`src/rtl/rgb565_to_hsv.sv`:
```
// RGB565 to 8-bit HSV converter: twelve-stage pipeline with one pixel per cycle and no back-pressure.
// Hue is in 2-degree units (0..179). Saturation and hue quotients come from restoring dividers, one quotient bit per stage.
module rgb565_to_hsv #(
  parameter int ADDR_WIDTH = 18,
  parameter int LATENCY    = 12
) (
  input  logic                  i_clk,
  input  logic                  i_rst,
  input  logic                  i_flush,
  input  logic                  i_valid,
  input  logic [15:0]           i_data,
  input  logic [ADDR_WIDTH-1:0] i_addr,
  output logic                  o_valid,
  output logic [15:0]           o_data,
  output logic [ADDR_WIDTH-1:0] o_addr,
  output logic [7:0]            o_hue,
  output logic [7:0]            o_sat,
  output logic [7:0]            o_val
);

  localparam int PIPE_STAGES = 12;
  localparam int DIV_STEPS   = 8;
  localparam int LAST_DATA   = PIPE_STAGES - 1;

  generate
    if (LATENCY != PIPE_STAGES) begin : g_latency_check
      $error("rgb565_to_hsv: LATENCY must equal the implemented depth of 12");
    end
  endgenerate

  typedef enum logic [1:0] {SEL_R, SEL_G, SEL_B} sel_e;

  // A divider step holds the partial remainder, the numerator bits still to
  // be consumed, and the quotient collected so far.
  typedef struct packed {
    logic [7:0] rem;
    logic [7:0] lo;
    logic [7:0] q;
  } div_t;

  function automatic div_t div_step(input div_t cur, input logic [7:0] divisor);
    logic [8:0] trial;
    logic [8:0] diff;
    div_t       nxt;
    trial  = {cur.rem, cur.lo[7]};
    diff   = trial - {1'b0, divisor};
    nxt.lo = {cur.lo[6:0], 1'b0};
    if (trial >= {1'b0, divisor}) begin
      nxt.rem = diff[7:0];
      nxt.q   = {cur.q[6:0], 1'b1};
    end else begin
      nxt.rem = trial[7:0];
      nxt.q   = {cur.q[6:0], 1'b0};
    end
    return nxt;
  endfunction

  function automatic logic [23:0] expand(input logic [15:0] px);
    return {px[15:11], px[15:13], px[10:5], px[10:9], px[4:0], px[4:2]};
  endfunction

  // Valid chain: bit 0 is stage 1 and the top bit is the output register.
  logic [PIPE_STAGES-1:0] vld;

  always_ff @(posedge i_clk) begin
    if (i_rst || i_flush) vld <= '0;
    else                  vld <= {vld[PIPE_STAGES-2:0], i_valid};
  end

  assign o_valid = vld[PIPE_STAGES-1];

  // NOTE: The pixel/address shift chain has no reset. Only the valid chain decides whether its contents are used.
  logic [15:0]           data_q [1:LAST_DATA];
  logic [ADDR_WIDTH-1:0] addr_q [1:LAST_DATA];

  always_ff @(posedge i_clk) begin
    data_q[1] <= i_data;
    addr_q[1] <= i_addr;
    for (int k = 2; k <= LAST_DATA; k++) begin
      data_q[k] <= data_q[k-1];
      addr_q[k] <= addr_q[k-1];
    end
  end

  // Stage 2: max/min/delta and the max channel. Ties are resolved as R > G > B.
  logic [7:0] r1, g1, b1, mx1, mn1;
  sel_e       sel1;
  logic [7:0] s2_max, s2_delta;
  sel_e       s2_sel;

  assign {r1, g1, b1} = expand(data_q[1]);

  always_comb begin
    sel1 = SEL_R;
    mx1  = r1;
    if (!(r1 >= g1 && r1 >= b1)) begin
      if (g1 >= b1) begin sel1 = SEL_G; mx1 = g1; end
      else          begin sel1 = SEL_B; mx1 = b1; end
    end
    mn1 = r1;
    if (g1 < mn1) mn1 = g1;
    if (b1 < mn1) mn1 = b1;
  end

  always_ff @(posedge i_clk) begin
    s2_max   <= mx1;
    s2_delta <= mx1 - mn1;
    s2_sel   <= sel1;
  end

  // Stage 3: numerators and hue sign. A zero divisor is replaced with 1. The numerator is 0 in that case, so the quotient is 0.
  logic [7:0]  r2, g2, b2, mag2;
  logic        neg2;
  logic [15:0] sat_num, hue_num;

  assign {r2, g2, b2} = expand(data_q[2]);

  always_comb begin
    neg2 = 1'b0;
    mag2 = '0;
    unique case (s2_sel)
      SEL_G:   begin neg2 = (b2 < r2); mag2 = neg2 ? r2 - b2 : b2 - r2; end
      SEL_B:   begin neg2 = (r2 < g2); mag2 = neg2 ? g2 - r2 : r2 - g2; end
      default: begin neg2 = (g2 < b2); mag2 = neg2 ? b2 - g2 : g2 - b2; end
    endcase
    sat_num = {s2_delta, 8'h00} - {8'h00, s2_delta};
    hue_num = 16'(mag2) * 16'd30;
  end

  div_t       sat_d   [0:DIV_STEPS];
  div_t       hue_d   [0:DIV_STEPS];
  logic [7:0] sat_div [0:DIV_STEPS];
  logic [7:0] hue_div [0:DIV_STEPS];
  sel_e       sel_q   [0:DIV_STEPS];
  logic       neg_q   [0:DIV_STEPS];
  logic [7:0] val_q   [0:DIV_STEPS];

  always_ff @(posedge i_clk) begin
    sat_d[0]   <= {sat_num, 8'h00};
    hue_d[0]   <= {hue_num, 8'h00};
    sat_div[0] <= (s2_max == 8'd0)   ? 8'd1 : s2_max;
    hue_div[0] <= (s2_delta == 8'd0) ? 8'd1 : s2_delta;
    sel_q[0]   <= s2_sel;
    neg_q[0]   <= neg2;
    val_q[0]   <= s2_max;
  end

  // Stages 4-11: one quotient bit per stage in each divider.
  always_ff @(posedge i_clk) begin
    for (int k = 0; k < DIV_STEPS; k++) begin
      sat_d[k+1]   <= div_step(sat_d[k], sat_div[k]);
      hue_d[k+1]   <= div_step(hue_d[k], hue_div[k]);
      sat_div[k+1] <= sat_div[k];
      hue_div[k+1] <= hue_div[k];
      sel_q[k+1]   <= sel_q[k];
      neg_q[k+1]   <= neg_q[k];
      val_q[k+1]   <= val_q[k];
    end
  end

  // Stage 12: sector offset, sign and wrap. Only the R sector can reach 180, because q is at most 30.
  logic [7:0] hq, hue_raw, hue_fin;

  assign hq = hue_d[DIV_STEPS].q;

  always_comb begin
    hue_raw = hq;
    unique case (sel_q[DIV_STEPS])
      SEL_G:   hue_raw = neg_q[DIV_STEPS] ? 8'd60  - hq : 8'd60  + hq;
      SEL_B:   hue_raw = neg_q[DIV_STEPS] ? 8'd120 - hq : 8'd120 + hq;
      default: hue_raw = neg_q[DIV_STEPS] ? 8'd180 - hq : hq;
    endcase
    hue_fin = (hue_raw == 8'd180) ? 8'd0 : hue_raw;
  end

  always_ff @(posedge i_clk) begin
    if (i_rst) begin
      o_hue  <= '0;
      o_sat  <= '0;
      o_val  <= '0;
      o_data <= '0;
      o_addr <= '0;
    end else if (vld[PIPE_STAGES-2] && !i_flush) begin
      o_hue  <= hue_fin;
      o_sat  <= sat_d[DIV_STEPS].q;
      o_val  <= val_q[DIV_STEPS];
      o_data <= data_q[LAST_DATA];
      o_addr <= addr_q[LAST_DATA];
    end
  end

endmodule

```
`config.mk`:
```
export PLATFORM = sky130hd
export DESIGN_NAME = rgb565_to_hsv
export DESIGN_NICKNAME = d
export VERILOG_FILES = /design/src/rtl/rgb565_to_hsv.sv
export SDC_FILE = /design/constraint.sdc
export NUM_CORES = 1
export LEC_CHECK = 0
export ABC_CLOCK_PERIOD_IN_PS = 15840
export BUFFER_PORTS_ARGS = -buffer_cell sky130_fd_sc_hd__buf_2
export CORE_AREA = 5 5 238 216
export DETAILED_ROUTE_END_ITERATION = 7
export DIE_AREA = 0 0 243 221
export PLACE_DENSITY = 0.87
export SLEW_MARGIN = 10
export SYNTH_ARGS = -nofsm -noshare
export SYNTH_HDL_FRONTEND = slang
export SYNTH_SLANG_ARGS = --single-unit
export TNS_END_PERCENT = 100
```
`constraint.sdc`:
```
create_clock -name i_clk -period 15.84 [get_ports i_clk]
set_clock_uncertainty 0.2 [all_clocks]
set_input_delay 3.168 -clock i_clk [delete_from_list [all_inputs] [get_ports i_clk]]
set_output_delay 3.168 -clock i_clk [all_outputs]
set_load 0.01 [all_outputs]
```
==> results_dict.tcl, run 1 <==
set metrics [dict create \
    floorplan.initialDensity 0.6410 \
    outcome "completed" \
    avgSynthCellArea_um2 11.47 \
    regToRegSetupSlack_ns 9.41 \
    synth_mux_area_frac 0.04193 \
    critical_path_arrival_ns 6.74 \
    grt_usage 0.2296 \
    grt_setup_unrepaired "false" \
    finalWirelength_mm 62.36 \
    wirelength_met1_mm 25.57 \
    p_sw_frac 0.3325 \
    multi_input_comb_area_um2 10910 \
    layout_common_cells "sky130_fd_sc_hd__dfxtp_1 (950), sky130_fd_sc_hd__inv_1 (285), sky130_fd_sc_hd__ha_1 (236)" \
    syn-num-nets 3027 \
    seq_power_share 0.398 \
    tightest_slew_ns 0.8194 \
    root_driver "sky130_fd_sc_hd__clkbuf_16" \
    cts_resized 0 \
    floorplan.die.height_um 221 \
    timing.critical_path.max_delay_family "compound AO/OA/AOI/OAI gates" \
    share_of_the_clock_period_used_by_the_worst_path_after_layout 0.4059 \
    library_cells_used_by_synthesis 85 \
    critical_path.n_buffers_inverters 3 \
    crit_cells 22 \
    number_of_synthesized_register_bits 950 \
    critical-path-slowest-cell "sky130_fd_sc_hd__fa_1" \
    seq_area_frac_synth 0.6087 \
    hold_path.class "flip-flop to flip-flop" \
    floorplan.die_area_um2 53700 \
    power_density_over_the_cells_nw_per_um2 236.5 \
    place.port_buffers 96 \
    post-cts-setup-buffers 0 \
    yosysWarningCount 0 \
    dr_wl_met3_mm 2.746 \
    routed-via-count 19105 \
    rr_endpoint "hue_d[0][19]" \
    timing.setup.critical_path_class "flip-flop to flip-flop" \
    cts.sinks 950 \
    place.gp.congestion 0.8688 \
    met2_wirelength_mm 31.84 \
    grt_max_degree 57 \
    highest_fanout_seen_on_the_critical_path 16 \
    netlist_area_um2 31250 \
    initial_antenna_violation_count 1 \
    grt_pass1_wl_mm 102.3 \
    asyncSetResetFlopFracSynth 0 \
    post_synth_inst_count 2723 \
    worst_r2r_path_depth 22 \
    crit_required_ns 16.15 \
    worst_path_clk_slew_ns 0.07 \
    synthSimpleGateAreaFrac 0.07540 \
    synth_top_family_by_area "adder cells" \
    p_int_w 0.005576 \
    synth.top_cell.area_share 0.6087 \
    detail_route.vias_per_cell 5.373 \
    vias_in_the_first_global_route 19953 \
    timing.critical_path.to_type "flip-flop" \
    clock_tree.htree_level_count 3 \
    routedWlPerCell_um 17.54 \
    finalCoreUtilization 0.7246 \
    p_leak_nw 16.15 \
    crit_path_cell_trace "inv_1 -> fa_1 -> a211oi_2 -> o211ai_2 -> a21oi_4 -> mux2i_1 -> xnor2_1 -> and2_2 -> o31ai_2 -> inv_1 -> ha_1 -> xnor2_1 -> fa_1 -> inv_1 -> ha_1 -> a21oi_1 -> o21bai_1 -> a21oi_1 -> o21bai_1 -> a21oi_1 -> nor4bb_1 -> a311o_1" \
    p_sw_w 0.002778 \
    ioPinCount 97 \
    remaining_drc_errors 0 \
    estimated_wirelength_of_the_detail_placed_design_mm 40.35 \
    overflow 0 \
    yosys.area.top_type "sky130_fd_sc_hd__dfxtp_1" \
    synth-compound-area-share 0.09358 \
    cp-startpoint "data_q[2][10]" \
    finalHoldViolations 0 \
    cap_violations 0 \
    max_freq_mhz 155.5 \
    netlist_top_cells_area "sky130_fd_sc_hd__dfxtp_1 (61%), sky130_fd_sc_hd__ha_1 (9.5%), sky130_fd_sc_hd__inv_1 (3.4%)" \
    route.antenna.remaining_nets 0 \
    synth-xor-area-share 0.02343 \
    synth_edf_count 0 \
    num_rows 77 \
    report.final.slew_viol_count 0 \
    final_nets 3156 \
    placeable_core_area_um2 48750 \
    cts-root-to-sink-buffers 3 \
    antennaDiodeCount 0 \
    drive_above_1_share 0.1235 \
    synth-main-ff-cell "sky130_fd_sc_hd__dfxtp_1" \
    route.top_layer_used "met4" \
    combPwrFrac 0.345 \
    postCtsHoldBufs 0 \
    yosys.area_share.adder 0.1144 \
    layout_min_cycle_time_ns 6.429 \
    synthToLayoutAreaGrowth_pct 13.04 \
    nFillCells 2944 \
    layout.cells.most_common "sky130_fd_sc_hd__dfxtp_1" \
    min_from "data_q[5][4]" \
    max_stage_delay_ns 0.52 \
    critPathCapture "hue_d[0][19]" \
    cts_tree "done" \
    vdd_drop_max_mv 0.1276 \
    regToRegStartpoint "data_q[2][10]" \
    detail_route.iter0.violations 1280 \
    die_width_um 243 \
    report.final.setup_viol 0 \
    drt_pass1_iterations 8 \
    clkLatencyLatePin_ns 0.64 \
    timing.max_slew.rel_slack 0.4537 \
    ff_latch_area_um2 19020 \
    totalNegativeSetupSlack_ns 0 \
    share_clk_of_total_power 0.257 \
    cts-buffers-inserted 84 \
    worstSetupStartpointType "flip-flop" \
]
==> layer usage <==
metal  global-route usage  vias to the layer above
li1                     -                     9282
met1               0.2793                     9068
met2               0.4117                      573
met3              0.03958                      182
met4              0.08254                        0
met5                    0                        -
==> layout make-up <==
class,instances,area share
clock buffer,118,0.06936
timing repair buffer,100,0.01481
sequential,950,0.5384
clock inverter,40,0.01566
tap,632,0.02239
inverter,288,0.03061
multi-input combinational,1428,0.3088
==> stage by stage <==
stage / setup WS (ns) / std cells / cell area (µm²) / total power [W] / hold WS, ns
after floorplan: 10.40 / 2723 / 31250 / 0.005448 / 0.1096
after global placement: 9.651 / 3397 / 32300 / 0.005866 / 0.1095
after detailed placement: 9.389 / 3397 / 32300 / 0.006077 / 0.1121
after CTS: 9.407 / 3555 / 35300 / 0.008357 / 0.09666
after global routing: 9.056 / 3556 / 35320 / 0.008876 / 0.09999
final: 9.411 / 3556 / 35320 / 0.008354 / 0.09821
==> Yosys cell counts (5+ instances only) <==
master	number
sky130_fd_sc_hd__dfxtp_1	950
sky130_fd_sc_hd__inv_1	285
sky130_fd_sc_hd__ha_1	236
sky130_fd_sc_hd__nand2_1	174
sky130_fd_sc_hd__nor2_1	163
sky130_fd_sc_hd__a21oi_1	157
sky130_fd_sc_hd__o21ai_0	104
sky130_fd_sc_hd__mux2_2	74
sky130_fd_sc_hd__xnor2_1	57
sky130_fd_sc_hd__clkbuf_1	45
sky130_fd_sc_hd__mux2i_1	45
sky130_fd_sc_hd__nor2b_1	38
sky130_fd_sc_hd__a21o_1	33
sky130_fd_sc_hd__fa_1	30
sky130_fd_sc_hd__nand4_1	30
sky130_fd_sc_hd__a21boi_0	29
sky130_fd_sc_hd__nand2b_1	24
sky130_fd_sc_hd__xor2_1	24
sky130_fd_sc_hd__nor3_1	18
sky130_fd_sc_hd__a311oi_1	17
sky130_fd_sc_hd__and2_1	17
sky130_fd_sc_hd__o21a_1	16
sky130_fd_sc_hd__a22oi_2	13
sky130_fd_sc_hd__nand3_1	11
sky130_fd_sc_hd__o21bai_1	10
sky130_fd_sc_hd__a211oi_1	7
sky130_fd_sc_hd__a31oi_1	7
sky130_fd_sc_hd__nor4_1	6
sky130_fd_sc_hd__buf_2	5
sky130_fd_sc_hd__o211ai_1	5
sky130_fd_sc_hd__o31ai_1	5
==> flip-flops by register name, indices dropped and copies added (netlist names), 16 cells and up <==
| register | cells |
|---|---|
| hue_d | 125 |
| hue_div | 64 |
| o_data | 16 |
| sat_div | 64 |
| o_addr | 18 |
| addr_q | 198 |
| sel_q | 18 |
| data_q | 176 |
| val_q | 72 |
| sat_d | 136 |
==> cells by family after synthesis <==
group	Yosys count
compound gates	448
buf+inv	345
fa+ha+maj	268
mux	121
simple gates	509
flops	950
xor+xnor	82
==> power by group through the flow <==
| stage | combinational [W] | sequential (W) | clock [W] |
|---|---|---|---|
| after CTS | 0.00285 | 0.00332 | 0.00218 |
| after global routing | 0.00320 | 0.00339 | 0.00229 |
| after detailed placement | 0.00272 | 0.00336 | 0 |
| after global placement | 0.00254 | 0.00333 | 0 |
| after floorplan | 0.00222 | 0.00323 | 0 |
| final | 0.00288 | 0.00333 | 0.00215 |
==> how the worst min path moves through the flow <==
stage	end	slack, ns	cells after the start
4_1_cts	data_q[6][4]	0.1	0
6_report	data_q[6][4]	0.1	0
2_1_floorplan	addr_q[10][0]	0.11	0
3_5_place_dp	addr_q[10][5]	0.11	0
5_1_grt	data_q[6][4]	0.1	0
3_3_place_gp	data_q[10][13]	0.11	0
Note: power is estimated with default switching activity, not from simulation.
==> run 2, diff against run 1 <==
ABC_CLOCK_PERIOD_IN_PS = 6300   (was 15840)
CORE_AREA = 5 5 245 223   (was 5 5 238 216)
DIE_AREA = 0 0 250 228   (was 0 0 243 221)
PLACE_DENSITY = 0.83   (was 0.87)
clock period = 6.3 ns   (was 15.84 ns; I/O delays follow)
==> results_dict.tcl, run 2 (same netlist as run 1, synthesis figures left out) <==
set metrics [dict create \
    grt_pass1_wl_mm 94.48 \
    cts_tree "done" \
    cts.sinks 950 \
    finalHoldViolations 0 \
    place.port_buffers 96 \
    layout.cells.most_common "sky130_fd_sc_hd__dfxtp_1" \
    timing.critical_path.to_type "flip-flop" \
    hold_path.class "flip-flop to flip-flop" \
    routedWlPerCell_um 15.88 \
    final_critical_path_setup_slack_ns 0.4718 \
    grt_busiest_layer "met2" \
    registers_with_the_highest_flip_flop_counts "addr_q x198, data_q x176, sat_d x136" \
    layout_common_cells "sky130_fd_sc_hd__dfxtp_1 (950), sky130_fd_sc_hd__inv_1 (285), sky130_fd_sc_hd__ha_1 (236)" \
    multi_input_comb_area_um2 10930 \
    grt_setup_unrepaired "false" \
    met3_usage 0.03959 \
    remaining_drc_errors 0 \
    power_density_over_the_cells_nw_per_um2 581.0 \
    cap_violations 0 \
    nFillCells 3494 \
    max_freq_mhz 171.6 \
    vias_in_the_first_global_route 19248 \
    tightest_slew_ns 0.8973 \
    gr-usage-met1 0.2427 \
    dpl_worst_slack_ns 0.2045 \
    overflow 0 \
    route.antenna.remaining_nets 0 \
    initial_antenna_violation_count 0 \
    detail_route.vias_per_cell 5.145 \
    largest_register_ff_count 198 \
    drive_above_1_share 0.1216 \
    clkLatencyLatePin_ns 0.66 \
    final_nets 3160 \
    totalNegativeSetupSlack_ns 0 \
    highest_fanout_seen_on_the_critical_path 9 \
    antennaDiodeCount 0 \
    root_driver "sky130_fd_sc_hd__clkbuf_16" \
    report.final.setup_viol 0 \
    floorplan.initialDensity 0.6067 \
    worst_path_clk_slew_ns 0.07 \
    synthToLayoutAreaGrowth_pct 13.12 \
    critical_path_arrival_ns 6.14 \
    place.gp.congestion 0.8981 \
    ioPinCount 97 \
    worstSetupStartpointType "flip-flop" \
    p_leak_nw 16.08 \
    finalWirelength_mm 57.28 \
    die_width_um 250 \
    report.final.slew_viol_count 0 \
    groute.layer.met2.usage 0.3501 \
    cts-buffers-inserted 85 \
    routed-via-count 18558 \
    num_rows 79 \
    grt_usage 0.1982 \
    reg_with_most_ffs "addr_q" \
    vdd_drop_max_mv 0.3358 \
    postCtsHoldBufs 0 \
    finalCoreUtilization 0.6863 \
    estimated_wirelength_of_the_detail_placed_design_mm 39.33 \
    layout_min_cycle_time_ns 5.828 \
    outcome "completed" \
    detail_route.iter0.violations 1023 \
    placeable_core_area_um2 51500 \
    share_of_the_clock_period_used_by_the_worst_path_after_layout 0.9251 \
    clock_tree.htree_level_count 3 \
    floorplan.die_area_um2 57000 \
    total_power_w 0.02053 \
    timing.setup.critical_path_class "flip-flop to flip-flop" \
    ff_latch_area_um2 19020 \
    cts-root-to-sink-buffers 3 \
    timing.hold.ws_ns 0.09078 \
    floorplan.die.height_um 228 \
    timing.max_slew.rel_slack 0.4018 \
    crit_required_ns 6.61 \
    drt_pass1_iterations 5 \
    grt_max_degree 39 \
]
==> run 2: cell count changes in the layout (fill, tap and decap cells not counted), moves of 2 or more <==
| cell | before | now |
|---|---|---|
| sky130_fd_sc_hd__clkbuf_8 | 22 | 13 |
| sky130_fd_sc_hd__clkinv_2 | 17 | 15 |
| sky130_fd_sc_hd__clkinvlp_4 | 2 | 6 |
| sky130_fd_sc_hd__clkbuf_1 | 12 | 16 |
| sky130_fd_sc_hd__clkinv_4 | 2 | 0 |
| sky130_fd_sc_hd__inv_16 | 5 | 0 |
| sky130_fd_sc_hd__clkinv_16 | 1 | 6 |
| sky130_fd_sc_hd__inv_6 | 4 | 0 |
| sky130_fd_sc_hd__buf_4 | 3 | 7 |
==> run 2: area by class of cell <==
class                      count  share of cell area
tap                          688             0.02435
clock inverter                36             0.01575
clock buffer                 114             0.06694
inverter                     288             0.03059
timing repair buffer         103             0.01508
multi-input combinational   1428              0.3092
sequential                   950              0.5381
==> run 2: power breakdown <==
group          switching (W)  internal [W]
clock network        0.00222       0.00301
logic                0.00371       0.00328
registers           0.000736       0.00759
==> run 2: final timing paths <==
kind         slack, ns  cells after the start            to         start
max               0.47                     23  hue_d[0][19]  data_q[2][2]
min               0.09                      0   val_q[5][5]   val_q[4][5]
max reg2reg       0.47                     23  hue_d[0][19]  data_q[2][2]
min reg2reg       0.09                      0   val_q[5][5]   val_q[4][5]
==> run 2: what timing repair did <==
action                     CTS  global route
buffers inserted             0             0
resized for setup            0             4
setup endpoints to repair    0             1
==> run 2: critical path, stage by stage, from the launching register on <==
cell                       delay [ns]
sky130_fd_sc_hd__dfxtp_1         0.37
sky130_fd_sc_hd__inv_1           0.18
sky130_fd_sc_hd__ha_1            0.23
sky130_fd_sc_hd__inv_1           0.07
sky130_fd_sc_hd__fa_1            0.47
sky130_fd_sc_hd__a211oi_2        0.28
sky130_fd_sc_hd__o211ai_2        0.11
sky130_fd_sc_hd__nand2_2         0.20
sky130_fd_sc_hd__mux2_2          0.36
sky130_fd_sc_hd__a221oi_1        0.28
sky130_fd_sc_hd__a21oi_1         0.15
sky130_fd_sc_hd__inv_1           0.16
sky130_fd_sc_hd__fa_1            0.43
sky130_fd_sc_hd__inv_1           0.11
sky130_fd_sc_hd__fa_1            0.46
sky130_fd_sc_hd__ha_1            0.29
sky130_fd_sc_hd__a21o_1          0.15
sky130_fd_sc_hd__a21oi_1         0.22
sky130_fd_sc_hd__o21bai_1        0.09
sky130_fd_sc_hd__a21oi_1         0.23
sky130_fd_sc_hd__o21bai_1        0.11
sky130_fd_sc_hd__a21oi_2         0.21
sky130_fd_sc_hd__nor4bb_1        0.08
sky130_fd_sc_hd__a311o_1         0.28
==> run 2: per-layer routing <==
| layer | vias to the layer above | part of all wire |
|---|---|---|
| met5 | - | 0 |
| met2 | 444 | 0.50 |
| met3 | 124 | 0.047 |
| met4 | 0 | 0.029 |
| li1 | 9270 | - |
| met1 | 8720 | 0.43 |
==> run 2: per-stage QoR <==
stage	cells	area, µm²
after floorplan	2723	31250
after global placement	3457	32400
after detailed placement	3457	32400
after CTS	3607	35320
after global routing	3607	35350
final	3607	35350
==> run 3, diff against run 2 <==
BUFFER_PORTS_ARGS = unset   (was -buffer_cell sky130_fd_sc_hd__buf_2)
CORE_AREA = 5 5 243 221   (was 5 5 245 223)
CTS_BUF_LIST = sky130_fd_sc_hd__clkbuf_16   (was unset)
DIE_AREA = 0 0 248 226   (was 0 0 250 228)
DONT_BUFFER_PORTS = 1   (was unset)
PLACE_DENSITY = 0.76   (was 0.83)
==> results_dict.tcl, run 3 (same netlist as run 1, synthesis figures left out) <==
set metrics [dict create \
    postCtsHoldBufs 0 \
    highest_fanout_seen_on_the_critical_path 9 \
    report.final.setup_viol 0 \
    timing.critical_path.to_type "flip-flop" \
    detail_route.iter0.violations 909 \
    grt_pass1_wl_mm 91.91 \
    finalHoldViolations 0 \
    report.final.slew_viol_count 0 \
    grt_usage 0.2001 \
    cap_violations 0 \
    post-cts-setup-buffers 0 \
    critical_path_arrival_ns 6.22 \
    floorplan.die_area_um2 56050 \
    reg_with_most_ffs "addr_q" \
    max_freq_mhz 169.1 \
    clock_tree.htree_level_count 3 \
    layout_common_cells "sky130_fd_sc_hd__dfxtp_1 (950), sky130_fd_sc_hd__inv_1 (296), sky130_fd_sc_hd__ha_1 (236)" \
    placedInstanceArea_um2 31930 \
    cts_tree "done" \
    placeable_core_area_um2 51100 \
    timing.setup.critical_path_class "flip-flop to flip-flop" \
    layout.cells.most_common "sky130_fd_sc_hd__dfxtp_1" \
    worstSetupStartpointType "flip-flop" \
    worst_path_clk_slew_ns 0.06 \
    largest_register_ff_count 198 \
    synthToLayoutAreaGrowth_pct 11.97 \
    ioPinCount 97 \
    vdd_drop_max_mv 0.3140 \
    cts_resized 0 \
    initial_antenna_violation_count 2 \
    power_density_over_the_cells_nw_per_um2 588.8 \
    p_leak_nw 15.71 \
    route.antenna.remaining_nets 0 \
    routedWlPerCell_um 15.68 \
    cts-buffers-inserted 86 \
    place.port_buffers 0 \
    grt_setup_unrepaired "false" \
    drive_above_1_share 0.09011 \
    share_of_the_clock_period_used_by_the_worst_path_after_layout 0.9387 \
    floorplan.die.height_um 226 \
    nFillCells 3605 \
    layout_min_cycle_time_ns 5.914 \
    detail_route.vias_per_cell 5.122 \
    registers_with_the_highest_flip_flop_counts "addr_q x198, data_q x176, sat_d x136" \
    final_cell_area_um2 34990 \
    finalWirelength_mm 55.16 \
    num_rows 79 \
    cts-root-to-sink-buffers 3 \
    overflow 0 \
    hold_path.class "flip-flop to flip-flop" \
    drt_pass1_iterations 6 \
    crit_required_ns 6.60 \
    totalNegativeSetupSlack_ns 0 \
    grt_max_degree 57 \
    floorplan.initialDensity 0.6114 \
    root_driver "sky130_fd_sc_hd__clkbuf_16" \
    remaining_drc_errors 0 \
    final_nets 3066 \
    regToRegSetupSlack_ns 0.39 \
    die_width_um 248 \
    cts.sinks 950 \
    routed-via-count 18023 \
    place.gp.congestion 0.8929 \
    clkLatencyLatePin_ns 0.65 \
    estimated_wirelength_of_the_detail_placed_design_mm 39.05 \
    timing.max_slew.rel_slack 0.4595 \
    outcome "completed" \
    vias_in_the_first_global_route 18718 \
    tightest_slew_ns 0.8097 \
]
## run 3: changes by cell type in the layout (fill, tap and decap cells not counted), sizes merged
cell	delta
diode	+1
clkbuf	-28
clkinv	+16
inv	+13
buf	-95
bufinv	+7
clkinvlp	-2
## run 3: layout make-up
cell class	instances	area [µm²]	area share
diodes	1	2.502	0.00007153
clock buffers	86	2152	0.06151
clock inverters	70	892.1	0.02550
inverters	288	1081	0.03090
multi-input cells	1428	10920	0.3121
flip-flops and latches	950	19020	0.5436
well taps	688	860.8	0.02460
repair buffers	8	60.06	0.001717
## run 3: worst max-delay path: stages, from the launching register on
cell,delay (ns)
sky130_fd_sc_hd__dfxtp_1,0.37
sky130_fd_sc_hd__inv_1,0.19
sky130_fd_sc_hd__ha_1,0.24
sky130_fd_sc_hd__inv_1,0.07
sky130_fd_sc_hd__fa_1,0.47
sky130_fd_sc_hd__a211oi_2,0.29
sky130_fd_sc_hd__o211ai_2,0.11
sky130_fd_sc_hd__nand2_2,0.22
sky130_fd_sc_hd__mux2_2,0.37
sky130_fd_sc_hd__a221oi_1,0.30
sky130_fd_sc_hd__a21oi_1,0.15
sky130_fd_sc_hd__inv_1,0.11
sky130_fd_sc_hd__fa_1,0.41
sky130_fd_sc_hd__inv_1,0.10
sky130_fd_sc_hd__fa_1,0.46
sky130_fd_sc_hd__ha_1,0.29
sky130_fd_sc_hd__a21o_1,0.16
sky130_fd_sc_hd__a21oi_1,0.21
sky130_fd_sc_hd__o21bai_1,0.09
sky130_fd_sc_hd__a21oi_1,0.23
sky130_fd_sc_hd__o21bai_1,0.10
sky130_fd_sc_hd__a21oi_1,0.27
sky130_fd_sc_hd__nor4bb_1,0.10
sky130_fd_sc_hd__a311o_1,0.27
## run 3: path summary, 6_finish.rpt
path,from,endpoint,cells after the start
setup / recovery,data_q[2][2],hue_d[0][19],23
hold / removal,hue_d[0][12],hue_d[0][36],0
hold reg to reg,hue_d[0][12],hue_d[0][36],0
setup reg to reg,data_q[2][2],hue_d[0][19],23
## run 3: through the flow
step                total power [W]  hold slack [ns]  std cells  utilization  setup WS [ns]
floorplan                   0.01370           0.1096       2723            -         0.8612
global placement            0.01481           0.1095       3362       0.6247         0.4218
detailed placement          0.01518           0.1121       3362       0.6247         0.3426
CTS                         0.02073          0.08728       3518       0.6843         0.2967
global route                0.02208           0.1007       3518       0.6846        0.04123
finish                      0.02060          0.08731       3519       0.6846         0.3863
## run 3: report_power, final
| part | internal (W) | switching [W] | total, W |
|---|---|---|---|
| registers | 0.00759 | 0.000722 | 0.00831 |
| clock network | 0.00316 | 0.00225 | 0.00540 |
| logic | 0.00326 | 0.00363 | 0.00689 |
| total | 0.0140 | 0.00660 | 0.0206 |
## run 3: layer usage
layer | global-route usage | part of all wire | wire [µm]
met1 | 0.2545 | 0.45 | 24680
met3 | 0.04154 | 0.044 | 2443
met5 | 0 | 0.00024 | 13
met2 | 0.3433 | 0.48 | 26490
met4 | 0.06496 | 0.028 | 1536
